$ cat config.mk
export PLATFORM = sky130hd
export DESIGN_NAME = imm_gen_pipe
export DESIGN_NICKNAME = d
export VERILOG_FILES = /design/src/rtl/imm_gen_pkg.sv /design/src/rtl/imm_decode.sv /design/src/rtl/imm_gen_pipe.sv
export SDC_FILE = /design/constraint.sdc
export NUM_CORES = 1
export LEC_CHECK = 0
export BUFFER_PORTS_ARGS = -buffer_cell sky130_fd_sc_hd__buf_4
export CAP_MARGIN = 40
export CORE_MARGIN = 5
export CORE_UTILIZATION = 56
export DETAILED_ROUTE_END_ITERATION = 12
export GPL_TIMING_DRIVEN = 0
export MAX_ROUTING_LAYER = met4
export PLACE_DENSITY = 0.83
export REMOVE_ABC_BUFFERS = 1
export SYNTH_ARGS = -nofsm -noshare
export SYNTH_HDL_FRONTEND = slang
export SYNTH_HIERARCHICAL = 1
export SYNTH_SLANG_ARGS = --single-unit
$ cat constraint.sdc
create_clock -name clk -period 1.67 [get_ports clk]
set_input_delay 0.167 -clock clk [delete_from_list [all_inputs] [get_ports clk]]
set_output_delay 0.167 -clock clk [all_outputs]
set_load 0.01 [all_outputs]
$ cat src/rtl/imm_gen_pkg.sv
// Shared types and opcode constants for the imm_gen_pipe immediate generator.
// The IMM_GEN_ZICSR_EN macro (used by imm_decode) enables the Z format for SYSTEM opcodes.
package imm_gen_pkg;

    typedef enum logic [2:0] {
        FMT_NONE = 3'd0,
        FMT_I    = 3'd1,
        FMT_S    = 3'd2,
        FMT_B    = 3'd3,
        FMT_U    = 3'd4,
        FMT_J    = 3'd5,
        FMT_Z    = 3'd6
    } imm_fmt_e;

    typedef enum logic [1:0] {
        BUF_EMPTY = 2'd0,
        BUF_ONE   = 2'd1,
        BUF_FULL  = 2'd2
    } buf_state_e;

    localparam logic [6:0] OP_IMM = 7'h13;
    localparam logic [6:0] LOAD   = 7'h03;
    localparam logic [6:0] JALR   = 7'h67;
    localparam logic [6:0] STORE  = 7'h23;
    localparam logic [6:0] BRANCH = 7'h63;
    localparam logic [6:0] LUI    = 7'h37;
    localparam logic [6:0] AUIPC  = 7'h17;
    localparam logic [6:0] JAL    = 7'h6F;
    localparam logic [6:0] OP     = 7'h33;
    localparam logic [6:0] SYSTEM = 7'h73;

    // Decoder result before the sideband tag is attached.
    typedef struct packed {
        imm_fmt_e fmt;
        logic     ill;
    } dec_info_t;

endpackage

$ cat src/rtl/imm_decode.sv
// Purely combinational instruction -> {imm, fmt, ill} decoder, XLEN = 32 or 64.
// Define IMM_GEN_ZICSR_EN to decode SYSTEM CSR instructions as format Z.
module imm_decode
    import imm_gen_pkg::*;
#(
    parameter int XLEN = 32
) (
    input  logic [31:0]     ir,
    output logic [XLEN-1:0] imm,
    output dec_info_t       info
);

    logic [6:0]  opcode;
    logic [31:0] imm32;

    assign opcode = ir[6:0];

    always_comb begin
        // NOTE: every output of this block is assigned a default first, so no path can infer a latch.
        imm32     = '0;
        info.fmt  = FMT_NONE;
        info.ill  = 1'b0;
        case (opcode)
            OP_IMM, LOAD, JALR: begin
                info.fmt = FMT_I;
                imm32    = {{20{ir[31]}}, ir[31:20]};
            end
            STORE: begin
                info.fmt = FMT_S;
                imm32    = {{20{ir[31]}}, ir[31:25], ir[11:7]};
            end
            BRANCH: begin
                info.fmt = FMT_B;
                imm32    = {{19{ir[31]}}, ir[31], ir[7], ir[30:25], ir[11:8], 1'b0};
            end
            LUI, AUIPC: begin
                info.fmt = FMT_U;
                imm32    = {ir[31:12], 12'b0};
            end
            JAL: begin
                info.fmt = FMT_J;
                imm32    = {{11{ir[31]}}, ir[31], ir[19:12], ir[20], ir[30:21], 1'b0};
            end
            OP: begin
                info.fmt = FMT_NONE;
            end
`ifdef IMM_GEN_ZICSR_EN
            SYSTEM: begin
                // funct3==0 is ECALL/EBREAK/xRET: legal but carries no immediate.
                if (ir[14:12] != 3'b000) begin
                    info.fmt = FMT_Z;
                    imm32    = ir[14] ? {27'b0, ir[19:15]} : {20'b0, ir[31:20]};
                end
            end
`endif
            default: begin
                info.ill = 1'b1;
            end
        endcase
    end

    // Z-format values keep bit 31 clear, so sign extension leaves them zero-extended.
    if (XLEN == 64) begin : g_xlen64
        assign imm = {{32{imm32[31]}}, imm32};
    end else begin : g_xlen32
        assign imm = imm32;
    end

endmodule

$ cat src/rtl/imm_gen_pipe.sv
// Registered immediate generator: imm_decode followed by a 2-entry skid buffer with registered in_ready.
// Optional CSR decode is enabled with the IMM_GEN_ZICSR_EN macro.
module imm_gen_pipe
    import imm_gen_pkg::*;
#(
    parameter int XLEN  = 32,
    parameter int TAG_W = 5
) (
    input  logic             clk,
    input  logic             rst_n,
    input  logic             in_valid,
    output logic             in_ready,
    input  logic [31:0]      in_ir,
    input  logic [TAG_W-1:0] in_tag,
    output logic             out_valid,
    input  logic             out_ready,
    output logic [XLEN-1:0]  out_imm,
    output logic [2:0]       out_fmt,
    output logic             out_ill,
    output logic [TAG_W-1:0] out_tag
);

    if ((XLEN != 32) && (XLEN != 64)) begin : g_bad_xlen
        $error("imm_gen_pipe: XLEN must be 32 or 64, got %0d", XLEN);
    end

    typedef struct packed {
        logic [XLEN-1:0]  imm;
        imm_fmt_e         fmt;
        logic             ill;
        logic [TAG_W-1:0] tag;
    } entry_t;

    logic [XLEN-1:0] dec_imm;
    dec_info_t       dec_info;
    entry_t          in_entry;

    imm_decode #(
        .XLEN (XLEN)
    ) u_decode (
        .ir   (in_ir),
        .imm  (dec_imm),
        .info (dec_info)
    );

    assign in_entry = '{imm: dec_imm, fmt: dec_info.fmt, ill: dec_info.ill, tag: in_tag};

    buf_state_e state_q, state_d;
    entry_t     main_q, main_d;
    entry_t     skid_q, skid_d;
    logic       in_ready_q, in_ready_d;
    logic       in_fire, out_fire;

    assign in_ready  = in_ready_q;
    assign out_valid = (state_q != BUF_EMPTY);
    assign in_fire   = in_valid & in_ready_q;
    assign out_fire  = out_valid & out_ready;

    always_comb begin
        state_d = state_q;
        main_d  = main_q;
        skid_d  = skid_q;
        case (state_q)
            BUF_EMPTY: begin
                if (in_fire) begin
                    main_d  = in_entry;
                    state_d = BUF_ONE;
                end
            end
            BUF_ONE: begin
                if (in_fire && out_fire) begin
                    main_d = in_entry;
                end else if (in_fire) begin
                    skid_d  = in_entry;
                    state_d = BUF_FULL;
                end else if (out_fire) begin
                    state_d = BUF_EMPTY;
                end
            end
            BUF_FULL: begin
                // in_ready is low here, so only the drain side can move.
                if (out_fire) begin
                    main_d  = skid_q;
                    state_d = BUF_ONE;
                end
            end
            default: begin
                state_d = BUF_EMPTY;
            end
        endcase
        // Ready is computed from the next state and registered: no in->out combinational path.
        in_ready_d = (state_d != BUF_FULL);
    end

    always_ff @(posedge clk or negedge rst_n) begin
        if (!rst_n) begin
            // NOTE: the payload registers are reset as well, because the outputs must read zero in reset.
            state_q    <= BUF_EMPTY;
            main_q     <= '0;
            skid_q     <= '0;
            in_ready_q <= 1'b0;
        end else begin
            // NOTE: state uses non-blocking assignment only; the _d values come from the always_comb above.
            state_q    <= state_d;
            main_q     <= main_d;
            skid_q     <= skid_d;
            in_ready_q <= in_ready_d;
        end
    end

    assign out_imm = main_q.imm;
    assign out_fmt = main_q.fmt;
    assign out_ill = main_q.ill;
    assign out_tag = main_q.tag;

endmodule
==> reports/metrics.yaml, run 1 <==
clock_tree:
  clock_sinks: 85
  cts.reportedPaths.clkPinSlew_ps: 80
  cts_made_buffers: 9
  cts-root-buf: "clkbuf_8"
  insertion_delay_ps: 360
  cts_tree: "done"
  cts_buffer_depth: 2
  cts_max_level: 3
yosys:
  postSynth.asyncResetShare_pct: 100
  ys.flop_type: "dfrtp_1"
  synth_top_family_by_area: "compound AO/OA/AOI/OAI gates"
  synthCells: 342
  synthMuxAreaShare_pct: 14.1
  synth_edf_count: 0
  synth-xor-area-share_pct: 0
  synth_area_per_cell_um2: 12.9
  synth_fa_ha_area_share_pct: 0
  synth_cell_types: 48
  synth-compound-area-share_pct: 24.8
  synth-simple-area-share_pct: 8.09
  ys_warn_count: 6
  ys_seq_elements: 85
  ys_seq_area_share_pct: 48.3
  synth_area_mm2: 0.00441
routing:
  postRouteAntennaNets: 0
  drtIter0Drc: 206
  wire_per_inst_um: 21.3
  routed_wl_um: 11200
  drc: 0
  vias_per_cell: 6.44
  dr.pass1.iters: 4
  vias: 3394
global_route:
  grt-ovfl-total: 0
  grt_pass1_wl_um: 18300
  met3_usage_pct: 4.74
  top_usage_layer: "met2"
  grt_max_degree: 44
  grtUsageTotal_pct: 24.4
  grt_pass1_vias: 3444
  grtUsageMet2_pct: 36.9
  antenna_found_initial: 0
  grtUsageMet1_pct: 33.8
power:
  power_frac_comb_pct: 39.0
  vdd_ir_drop_max_uv: 842
  pwr-share-seq_pct: 40.4
  pwr-share-clk_pct: 20.6
  finalPower_mw: 7.79
  switching_share_pct: 31.9
  switchingPower_mw: 2.48
  p_per_area_mw_per_mm2: 1430
  internal_power_mw: 5.31
  p_leak_nw: 2.62
sta:
  finalHoldViolCount: 0
  setup_viol: 0
  fin_crit_sh_pct: 96.4
  fmax_mhz: 621
  worst_pin_slew_ps: 620
  slew_violations: 0
  hold_ws_ps: 47.3
  rsz0062_at_grt: "no"
  max-slew-margin-rel_pct: 58.5
  fin_skew_ps: 6.46
  fin_crit_ps: 1610
worst_hold_path:
  worstHoldEndpoint: "skid_q[3]"
  hold_path.class: "in2reg"
  worstHoldPathCells: 2
  worstHoldStart: "in_tag[3]"
outcome:
  status: "complete, no violations"
setup_path:
  path_cells: "buf_4 -> and3b_1 -> and4_1 -> a21o_1 -> o32a_1 -> o21a_1"
  crit_path_max_incr_delay_ps: 600
  required_ps: 1970
  cp_max_fo: 15
  cp-start-kind: "input port"
  end_kind: "flip-flop"
  path_class: "in2reg"
  rr_worst_depth: 3
  slowest_stage: "and3b_1"
  cp.arrival_ps: 1910
  r2r-end: "skid_q[16]"
  rrSetupSlack_ps: 60
  rr_startpoint: "state_q[1]"
placement:
  dp_hpwl_um: 6900
  portBuffers: 83
  gp_congestion: 0.880
  place_inst: 499
die:
  io_pins: 84
  die_h_um: 98.7
  initial_utilization_pct: 57.3
  std_cell_rows: 32
  core_mm2: 0.00769
  die_w_um: 98.7
  die_area_mm2: 0.00974
finish:
  mostFrequentLayoutCells: "buf_4 (90), dfrtp_1 (82), o32a_1 (41), o21a_1 (41), mux2_4 (40)"
  syn2layout_area_growth_pct: 23.8
  stdcell_count: 527
  final_common_cell: "buf_4"
  drive_gt1_share_pct: 41.9
  diodes: 0
  fin_nets: 461
  finish.utilization_pct: 71.0
job:
  drv_cap: 0
[layout make-up]
cell class | count | area (um^2)
fill | 565 | 2230
multi-input combinational | 223 | 2160
sequential | 85 | 2130
timing repair buffer | 97 | 802
clock buffer | 13 | 149
tap | 102 | 128
clock inverter | 3 | 68.8
inverter | 4 | 15.0
[flip-flops by register name, indices dropped and copies added (netlist names)]
signal,flops
skid_q,41
out_imm,32
out_tag,5
out_fmt,3
state_q,2
in_ready,1
out_ill,1
[metal layers]
metal / wire length (um) / up-vias
met1: 4930 / 1730
met2: 5440 / 146
li1: - / 1503
met4: 136 / 0
met3: 699 / 15
met5: 0 / -
[worst max-delay path: cells and delay by family]
| family | cells | cell delay, ps |
|---|---|---|
| AO/OA/AOI/OAI | 3 | 440 |
| buffers and inverters | 1 | 140 |
| AND/OR/NAND/NOR | 2 | 1140 |
[stage by stage]
step	setup TNS, ps	setup WS, ps	instance area [um^2]
after floorplan	-142920	-1880	4210
after global placement	-276630	-3360	4960
after detailed placement	-41950	-629	5100
after CTS	0	13.1	5430
after global routing	0	2.08	5460
final	0	60.3	5460
[worst max path at each step]
stage | start | depth (start not counted) | slack [ps] | endpoint
floorplan | state_q[0] | 3 | -1880 | skid_q[0]
global placement | state_q[0] | 3 | -3360 | out_imm[8]
detailed placement | state_q[0] | 4 | -630 | skid_q[40]
CTS | in_ready | 3 | 10 | skid_q[16]
global route | state_q[1] | 4 | 2 | out_tag[4]
finish | in_ir[3] | 6 | 60 | out_imm[17]
[cells by family (layout without fill, tap and decap cells)]
family	Yosys count	count (layout)
AOI/OAI and AO/OA	126	127
buffers and inverters	38	117
DFF	85	85
muxes	42	42
and+or+nand+nor	51	54
[power groups by stage]
stage	clock network, mW	logic, mW	registers (mW)
floorplan	0	1.34	3.32
global placement	0	2.77	3.11
detailed placement	0	2.94	3.15
CTS	1.64	3.07	3.13
global route	1.74	3.25	3.23
finish	1.61	3.04	3.15
[repair_timing]
action,4_1_cts,5_1_grt
resized for setup,5,4
hold endpoints to repair,42,0
gates cloned,4,0
buffers inserted,4,3
hold buffers,1,0
pin swaps,3,1
endpoints found under the setup margin,82,72
[cell usage after synthesis, types with 2 or more instances]
cell      count  area share, %
a21o_1        9            1.5
nand4b_1      3           0.60
dfrtp_1      85             48
a21oi_1       3           0.34
buf_2        13            1.5
nand4_1      12            1.7
nand2_1       5           0.43
o211ai_1      2           0.34
nand2b_1      4           0.57
and3b_1       3           0.60
buf_6         6            1.5
o211ai_2     10            2.8
inv_1         4           0.34
clkbuf_1     14            1.2
nand3_1       2           0.23
a21boi_0      7            1.2
nand3b_1      2           0.34
o32a_1       41            9.3
o21a_1       41            7.0
a22o_1        4           0.79
mux2_4       40             14
nor2b_1       5           0.71
o21ai_0       2           0.23
(Power assumes the default switching activity.)
==> inputs of run 2 (changes only) <==
--- a/config.mk
+++ b/config.mk
@@ -5,6 +5,7 @@
 export SDC_FILE = /design/constraint.sdc
 export NUM_CORES = 1
 export LEC_CHECK = 0
+export ABC_CLOCK_PERIOD_IN_PS = 1670
 export BUFFER_PORTS_ARGS = -buffer_cell sky130_fd_sc_hd__buf_4
 export CAP_MARGIN = 40
 export CORE_MARGIN = 5
==> constraint.sdc (replaced) <==
create_clock -name clk -period 1.67 [get_ports clk]
set_input_delay 0.0835 -clock clk [delete_from_list [all_inputs] [get_ports clk]]
set_output_delay 0.0835 -clock clk [all_outputs]
set_load 0.01 [all_outputs]
==> run 2 against run 1 <==
  * First-iteration DRC count up 4.9%
  * Sequential share of layout area down 0.44 points
  * Maximum frequency down 0.94%
  * Critical path type is now reg2reg
  * Critical endpoint is now skid_q[16]
==> reports/metrics.yaml, run 2 (synthesis gave the netlist of run 1 again) <==
clock_tree:
  cts.reportedPaths.clkPinSlew_ps: 90
  clock_sinks: 85
  cts_max_level: 3
  cts-root-buf: "clkbuf_8"
  cts_buffer_depth: 2
  cts_made_buffers: 9
  insertion_delay_ps: 360
  cts_tree: "done"
sta:
  max-slew-margin-rel_pct: 58.1
  rsz0062_at_grt: "no"
  finalHoldViolCount: 0
  worst_pin_slew_ps: 626
  fin_crit_ps: 1630
  fin_crit_sh_pct: 97.3
  slew_violations: 0
  setup_viol: 0
  fin_skew_ps: 7.82
  hold_ws_ps: 81.0
  fmax_mhz: 615
  finalSetupTns_ps: 0
global_route:
  antenna_found_initial: 0
  grtUsageTotal_pct: 24.4
  grt_pass1_vias: 3469
  met3_usage_pct: 4.81
  top_usage_layer: "met2"
  grt_pass1_wl_um: 18300
  grt-ovfl-total: 0
  grtUsageMet1_pct: 33.9
  grtUsageMet2_pct: 36.7
  grt_max_degree: 44
routing:
  vias_per_cell: 6.30
  postRouteAntennaNets: 0
  wire_per_inst_um: 21.1
  dr.pass1.iters: 5
  drtIter0Drc: 216
  drc: 0
  routed_wl_um: 11300
  vias: 3358
placement:
  gp_congestion: 0.880
  portBuffers: 83
  place_inst: 499
  dp_hpwl_um: 6900
die:
  die_h_um: 98.7
  core_mm2: 0.00769
  std_cell_rows: 32
  die_w_um: 98.7
  io_pins: 84
  initial_utilization_pct: 57.3
  die_area_mm2: 0.00974
setup_path:
  path_class: "reg2reg"
  slowest_stage: "dfrtp_1"
  cp.arrival_ps: 1870
  worst-path-buf-inv: 1
  end_kind: "flip-flop"
  cp_max_fo: 25
  crit_path_max_incr_delay_ps: 470
  cp-start-kind: "flip-flop"
  crit_family: "flip-flops"
  required_ps: 1910
  path_cells: "nor2b_4 -> buf_16 -> nand2_8 -> mux2_4"
finish:
  largest_reg_flops: 41
  fin_nets: 467
  diodes: 0
  stdcell_count: 533
  drive_gt1_share_pct: 41.1
  syn2layout_area_growth_pct: 25.2
  finish.utilization_pct: 71.8
  final_common_cell: "buf_4"
  regMostFlops: "skid_q"
  mostFrequentLayoutCells: "buf_4 (90), dfrtp_1 (83), o32a_1 (41), o21a_1 (41), mux2_4 (40)"
power:
  vdd_ir_drop_max_uv: 844
  p_per_area_mw_per_mm2: 1420
  p_leak_nw: 2.65
worst_hold_path:
  hold_path.class: "in2reg"
outcome:
  status: "complete, no violations"
job:
  drv_cap: 0
==> run 2: cell types whose count changed in the layout (fill, tap and decap cells not counted), sizes merged <==
cell         before  now
dlygate4sd3       1    7
==> run 2: final timing paths <==
path	start	endpoint	slack [ps]	cells after the start
max	state_q[0]	skid_q[16]	40	4
min	in_ir[18]	skid_q[27]	80	3
max reg2reg	state_q[0]	skid_q[16]	40	4
min reg2reg	out_imm[29]	out_imm[29]	500	1
max in group asynchronous	rst_n	state_q[1]	780	3
min in group asynchronous	rst_n	skid_q[38]	250	2
==> run 2: tightest hold or removal path: stages <==
cell    delay, ps
buf_4          80
a21o_1        110
mux2_4        140
==> run 2: timing repair <==
| action | CTS | global route |
|---|---|---|
| pin swaps | 3 | 1 |
| setup endpoints to repair | 82 | 72 |
| gates resized for setup | 5 | 3 |
| gates cloned | 4 | 0 |
| hold endpoints to repair | 48 | 0 |
| buffers inserted | 4 | 3 |
| hold buffers | 7 | 0 |
==> run 2: layer usage <==
metal | vias to the layer above | share of wire, %
li1 | 1512 | -
met1 | 1695 | 45
met2 | 136 | 49
met3 | 15 | 5.6
met4 | 0 | 1.2
met5 | - | 0
==> run 2: layout make-up <==
class	instances	area, um^2
clock buffers	13	149
clock inverters	3	68.8
fillers	559	2170
inverters	4	15.0
multi-input cells	223	2160
flip-flops and latches	85	2130
well taps	102	128
repair buffers	103	862
==> run 2: report_power, final <==
group | switching (mW) | internal (mW)
Combinational | 1.34 | 1.71
Clock | 0.732 | 0.889
Sequential | 0.422 | 2.72
==> run 2: metrics by stage <==
stage	setup WS, ps	total power, mW	cell area [um^2]
2_1_floorplan	-1880	4.66	4210
3_3_place_gp	-3360	5.88	4960
3_5_place_dp	-629	6.09	5100
4_1_cts	13.1	7.86	5490
5_1_grt	1.48	8.23	5520
6_report	44.9	7.81	5520
